**config.mk**
```make
export PLATFORM = sky130hd
export DESIGN_NAME = reset_sequencer
export DESIGN_NICKNAME = d
export VERILOG_FILES = /design/src/rtl/reset_seq_pkg.sv /design/src/rtl/sync_2ff.sv /design/src/rtl/reset_sequencer.sv
export SDC_FILE = /design/constraint.sdc
export NUM_CORES = 1
export LEC_CHECK = 0
export ABC_AREA = 1
export CAP_MARGIN = 30
export CORE_MARGIN = 3
export CORE_UTILIZATION = 61
export CTS_CLUSTER_DIAMETER = 60
export DETAILED_ROUTE_END_ITERATION = 10
export PLACE_DENSITY = 0.89
export SLEW_MARGIN = 20
export SYNTH_ARGS = -nofsm -noshare
export SYNTH_HDL_FRONTEND = slang
export SYNTH_HIERARCHICAL = 1
export SYNTH_SLANG_ARGS = --single-unit
```
**constraint.sdc**
```tcl
create_clock -name clock -period 3.1 [get_ports clock]
set_clock_uncertainty 0.1 [all_clocks]
set_input_delay 0.93 -clock clock [delete_from_list [all_inputs] [get_ports clock]]
set_output_delay 0.93 -clock clock [all_outputs]
set_load 0.02 [all_outputs]
```
**src/rtl/reset_seq_pkg.sv**
```systemverilog
// Shared definitions for the staged reset sequencer: state encoding,
// the fault-counter width and its saturating increment.
package reset_seq_pkg;

  localparam int STATE_W      = 3;
  localparam int LOSS_COUNT_W = 8;

  typedef enum logic [STATE_W-1:0] {
    ST_WAIT_LOCK = 3'd0,
    ST_STABILIZE = 3'd1,
    ST_RELEASE   = 3'd2,
    ST_RUN       = 3'd3,
    ST_FAULT     = 3'd4
  } state_e;

  function automatic logic [LOSS_COUNT_W-1:0] sat_inc(input logic [LOSS_COUNT_W-1:0] v);
    return (&v) ? v : v + LOSS_COUNT_W'(1);
  endfunction

endpackage

```
**src/rtl/sync_2ff.sv**
```systemverilog
// Generic two-flop bit synchronizer with asynchronous active-low clear.
module sync_2ff (
  input  logic clk_i,
  input  logic rst_n_i,
  input  logic d_i,
  output logic q_o
);

  logic meta_q;
  logic sync_q;

  always_ff @(posedge clk_i or negedge rst_n_i) begin
    if (!rst_n_i) begin
      meta_q <= 1'b0;
      sync_q <= 1'b0;
    end else begin
      meta_q <= d_i;
      sync_q <= meta_q;
    end
  end

  assign q_o = sync_q;

endmodule

```
**src/rtl/reset_sequencer.sv**
```systemverilog
// Staged reset release driven by PLL lock: waits for stable lock, releases
// domain resets one by one, and drops them all again on a filtered lock loss.
module reset_sequencer
  import reset_seq_pkg::*;
#(
  parameter int LOCK_STABLE_CYCLES = 65536,
  parameter int STAGE_GAP          = 16,
  parameter int NUM_STAGES         = 3,
  parameter int LOSS_FILTER        = 4
) (
  input  logic                    clock,
  input  logic                    reset_n,
  input  logic                    locked,
  output logic [NUM_STAGES-1:0]   rst_n_out,
  output logic                    ready,
  output logic [LOSS_COUNT_W-1:0] lock_loss_count,
  output logic [STATE_W-1:0]      state
);

  localparam int STAB_W = (LOCK_STABLE_CYCLES > 1) ? $clog2(LOCK_STABLE_CYCLES) : 1;
  localparam int REL_W  = $clog2(NUM_STAGES * STAGE_GAP + 1);
  localparam int LOSS_W = $clog2(LOSS_FILTER + 1);

  localparam logic [STAB_W-1:0] STAB_LAST  = STAB_W'(LOCK_STABLE_CYCLES - 1);
  localparam logic [REL_W-1:0]  FAULT_LAST = REL_W'(STAGE_GAP - 1);
  localparam logic [LOSS_W-1:0] LOSS_LAST  = LOSS_W'(LOSS_FILTER - 1);

  logic locked_s;

  state_e                  state_q, state_d;
  logic [STAB_W-1:0]       stab_cnt_q, stab_cnt_d;
  logic [REL_W-1:0]        rel_cnt_q, rel_cnt_d;
  logic [LOSS_W-1:0]       loss_cnt_q, loss_cnt_d;
  logic [NUM_STAGES-1:0]   stage_rst_n_q, stage_rst_n_d;
  logic                    ready_q, ready_d;
  logic [LOSS_COUNT_W-1:0] loss_count_q, loss_count_d;
  logic [NUM_STAGES-1:0]   stage_due;

  sync_2ff u_lock_sync (
    .clk_i   (clock),
    .rst_n_i (reset_n),
    .d_i     (locked),
    .q_o     (locked_s)
  );

  // Stage k is due in the RELEASE cycle where rel_cnt == k*STAGE_GAP.
  for (genvar gi = 0; gi < NUM_STAGES; gi++) begin : g_stage
    assign stage_due[gi] = (rel_cnt_q == REL_W'(gi * STAGE_GAP));
  end

  always_comb begin
    state_d       = state_q;
    stab_cnt_d    = '0;
    rel_cnt_d     = rel_cnt_q;
    loss_cnt_d    = '0;
    stage_rst_n_d = stage_rst_n_q;
    loss_count_d  = loss_count_q;

    unique case (state_q)
      ST_WAIT_LOCK: begin
        rel_cnt_d = '0;
        if (locked_s) begin
          state_d = ST_STABILIZE;
        end
      end
      ST_STABILIZE: begin
        if (!locked_s) begin
          state_d = ST_WAIT_LOCK;
        end else if (stab_cnt_q == STAB_LAST) begin
          state_d   = ST_RELEASE;
          rel_cnt_d = '0;
        end else begin
          stab_cnt_d = stab_cnt_q + STAB_W'(1);
        end
      end
      ST_RELEASE: begin
        rel_cnt_d     = rel_cnt_q + REL_W'(1);
        stage_rst_n_d = stage_rst_n_q | stage_due;
        if (&stage_rst_n_q) begin
          state_d = ST_RUN;
        end
      end
      ST_RUN: begin
      end
      ST_FAULT: begin
        // rel_cnt doubles as the FAULT hold timer.
        if (rel_cnt_q == FAULT_LAST) begin
          state_d   = ST_WAIT_LOCK;
          rel_cnt_d = '0;
        end else begin
          rel_cnt_d = rel_cnt_q + REL_W'(1);
        end
      end
      default: begin
        state_d   = ST_WAIT_LOCK;
        rel_cnt_d = '0;
      end
    endcase

    // Loss filter overrides any stage release in the same cycle.
    if (state_q == ST_RELEASE || state_q == ST_RUN) begin
      if (locked_s) begin
        loss_cnt_d = '0;
      end else if (loss_cnt_q == LOSS_LAST) begin
        state_d       = ST_FAULT;
        stage_rst_n_d = '0;
        rel_cnt_d     = '0;
        loss_count_d  = sat_inc(loss_count_q);
      end else begin
        loss_cnt_d = loss_cnt_q + LOSS_W'(1);
      end
    end

    ready_d = (state_d == ST_RUN);
  end

  always_ff @(posedge clock or negedge reset_n) begin
    if (!reset_n) begin
      state_q       <= ST_WAIT_LOCK;
      stab_cnt_q    <= '0;
      rel_cnt_q     <= '0;
      loss_cnt_q    <= '0;
      stage_rst_n_q <= '0;
      ready_q       <= 1'b0;
      loss_count_q  <= '0;
    end else begin
      state_q       <= state_d;
      stab_cnt_q    <= stab_cnt_d;
      rel_cnt_q     <= rel_cnt_d;
      loss_cnt_q    <= loss_cnt_d;
      stage_rst_n_q <= stage_rst_n_d;
      ready_q       <= ready_d;
      loss_count_q  <= loss_count_d;
    end
  end

  assign rst_n_out       = stage_rst_n_q;
  assign ready           = ready_q;
  assign lock_loss_count = loss_count_q;
  assign state           = state_q;

endmodule

```
==> impl_metrics.tcl <==
set metrics [dict create \
    design_power_total_mw 0.933 \
    drt-total-wl_mm 4.08 \
    powerDensity_nw_per_um2 383 \
    finalCriticalPeriod_ns 2.48 \
    grt-busiest-layer "met2" \
    place.detailed.instances 317 \
    fraction_of_final_layout_cells_with_drive_strength_greater_than_1 0.0922 \
    worst-slew-pin-transition_ns 0.408 \
    layout_common_cells "nand2_1, dfrtp_1, nor2_1, inv_1, nand3_1" \
    pre_cts_ws_ns 1.00 \
    post-route-worst-setup-slack_ns 0.620 \
    finalHoldViolations 0 \
    cts_tree "yes" \
    grt_max_degree 43 \
    grt_pass1_wl_mm 7.29 \
    combined_buffer_and_inverter_count_along_the_critical_path 1 \
    final.setup.tns_ns 0 \
    start_util 0.669 \
    track_usage 0.220 \
    worst_hold_slack_ns 0.261 \
    rows 20 \
    drt-pass1-iter-count 4 \
    overall_die_width_um 65.0 \
    skew_pair_late_insertion_delay_ns 0.35 \
    clock.fmax_mhz 403 \
    required_time_at_the_endpoint_of_the_critical_path_ns 2.07 \
    finalNetCount 289 \
    cts_made_buffers 5 \
    detail_routed_via_count_per_cell 5.32 \
    power_leakage_nw 1.15 \
    final_common_cell "nand2_1" \
    ff_latch_area_um2 1050 \
    clk_pin_slew_ns 0.12 \
    kind_of_capture_point_of_the_worst_setup_path "output pin" \
    io_pins 18 \
    core_area_um2 3180 \
    grt_util_met1 0.292 \
    cts_resized 0 \
    groute.layer.met3.usage 0.0485 \
    detail_route.wl_per_cell_um 12.5 \
    peak_supply_drop_v 0.000307 \
    die-area_um2 4230 \
    critPathLaunchType "register" \
    netlist_instances 256 \
    place.detailed.hpwl_mm 2.82 \
    biggest_fanout_along_the_worst_timing_path 5 \
    ant_nets 0 \
    synth.avg_cell_area_um2 8.30 \
    grt_pass1_vias 1693 \
    ratio_of_final_minimum_period_to_clock_period 0.800 \
    critPathKind "register to output pin" \
    ys_types 26 \
    placed_area_um2 2340 \
    setup_violations 0 \
    post-cts-setup-buffers 0 \
    crit_path_top_delay_cell "clkdlybuf4s50_1" \
    grtUsageMet2 0.360 \
    clock-root-buffer "clkbuf_4" \
    final-instance-count-excl-fill 326 \
    layout.cell_area.non_filler_um2 2440 \
    n_antenna_cell 0 \
    ys.warnings.count 6 \
    synth.ff_latch_count 42 \
    drtIter0Drc 148 \
    antenna_violations_before_repair 0 \
    cts.htree.levels 2 \
    ys_seq_area_frac 0.495 \
    worst_hold_path_type "register to register" \
    path_delay_family "buffers and inverters" \
    layout-area-overhead-vs-synth_pct 14.8 \
    postLayoutCoreUtil 0.768 \
    multi_input_area_um2 936 \
    unrepaired_setup_endpoints_after_global_routing "false" \
    drc 0 \
    timing.final.max_slew_violations 0 \
    synth_fp_nets 264 \
    n_fill_cell 245 \
    cts.sinks 42 \
    max_cap_violations 0 \
    post_cts_hold_buffer_count 0 \
    portBuffers 17 \
    timing.max_slew.rel_slack 0.725 \
    synthesis.area_um2 2120 \
    cells_along_the_critical_path "clkdlybuf4s50_1" \
    dieHeight_um 65.0 \
    critPathArrivalTime_ns 1.45 \
    detailroute.via_count 1733 \
    gr-total-overflow 0 \
    max-clock-path-buffers 2 \
    place_congestion 0.856 \
    cp_slowest_stage_delay_ns 0.65 \
    result_of_the_run "finished clean" \
]
-- power by group --
group	leakage, nW	switching, mW	total (mW)	internal, mW
Clock	0.0395	0.175	0.346	0.171
Combinational	0.528	0.0242	0.0340	0.00978
Sequential	0.579	0.00262	0.553	0.551
Total	1.15	0.201	0.933	0.732
-- Yosys cell counts --
cell      count  share of area
dfrtp_1      42           0.49
xor2_1        8          0.033
nand3b_1      1         0.0035
nor2_1       37          0.065
inv_2         3         0.0053
and3_1        1         0.0029
nor4_1        2         0.0059
nor3_4        1         0.0077
nor3_2        2         0.0094
nand2_4       1         0.0053
nand4_1       4          0.012
nand2_2       3         0.0088
ha_1          5          0.029
inv_4         1         0.0029
a21oi_1      10          0.024
nand2_1      54          0.095
o21ai_0      15          0.035
nand3_1      17          0.040
xnor2_1       2         0.0082
nor2_4        2          0.011
nor2_2        3         0.0088
nor3_1        4         0.0094
a21oi_2       1         0.0041
a31oi_1       4          0.012
nand4_4       1          0.010
inv_1        32          0.057
-- cell families (layout without fill, tap and decap cells) --
logic type / after synthesis / after routing / share of synthesized area
xor+xnor: 10 / 10 / 0.0412
fa+ha+maj: 5 / 5 / 0.0294
simple gates: 133 / 133 / 0.295
compound gates: 30 / 30 / 0.0748
flops: 42 / 42 / 0.495
buf+inv: 36 / 62 / 0.0648
-- flip-flops by register name, summed over array words and instances, names as in the netlist --
register / flops
u_lock_sync/meta_q: 1
rel_cnt_q: 6
lock_loss_count: 8
state: 3
loss_cnt_q: 3
ready: 1
u_lock_sync/q_o: 1
rst_n_out: 3
stab_cnt_q: 16
-- final timing paths --
check	startpoint	end	slack [ns]	cells past startpoint
setup / recovery	lock_loss_count[6]$_DFFE_PN0P_	lock_loss_count[6]	0.62	1
hold / removal	u_lock_sync/meta_q$_DFF_PN0_	u_lock_sync/q_o$_DFF_PN0_	0.26	0
setup reg to reg	rel_cnt_q[0]$_DFF_PN0_	rel_cnt_q[0]$_DFF_PN0_	1.35	8
hold reg to reg	u_lock_sync/meta_q$_DFF_PN0_	u_lock_sync/q_o$_DFF_PN0_	0.26	0
max in group asynchronous	reset_n	stab_cnt_q[1]$_DFF_PN0_	2.13	2
min in group asynchronous	reset_n	stab_cnt_q[10]$_DFF_PN0_	0.32	1
-- area by class of cell --
type,instances,share of cell area
Clock buffer,7,0.0185
Timing Repair Buffer,18,0.0759
Tap cell,44,0.0226
Inverter,36,0.0564
Sequential cell,42,0.431
Multi-Input combinational cell,178,0.384
Clock inverter,1,0.0123
-- routing by layer --
| metal | up-vias | wire length (um) |
|---|---|---|
| li1 | 869 | - |
| met2 | 41 | 1850 |
| met1 | 817 | 1980 |
| met5 | - | 0 |
| met3 | 6 | 186 |
| met4 | 0 | 54 |
Power figures use the tool's default switching activity.
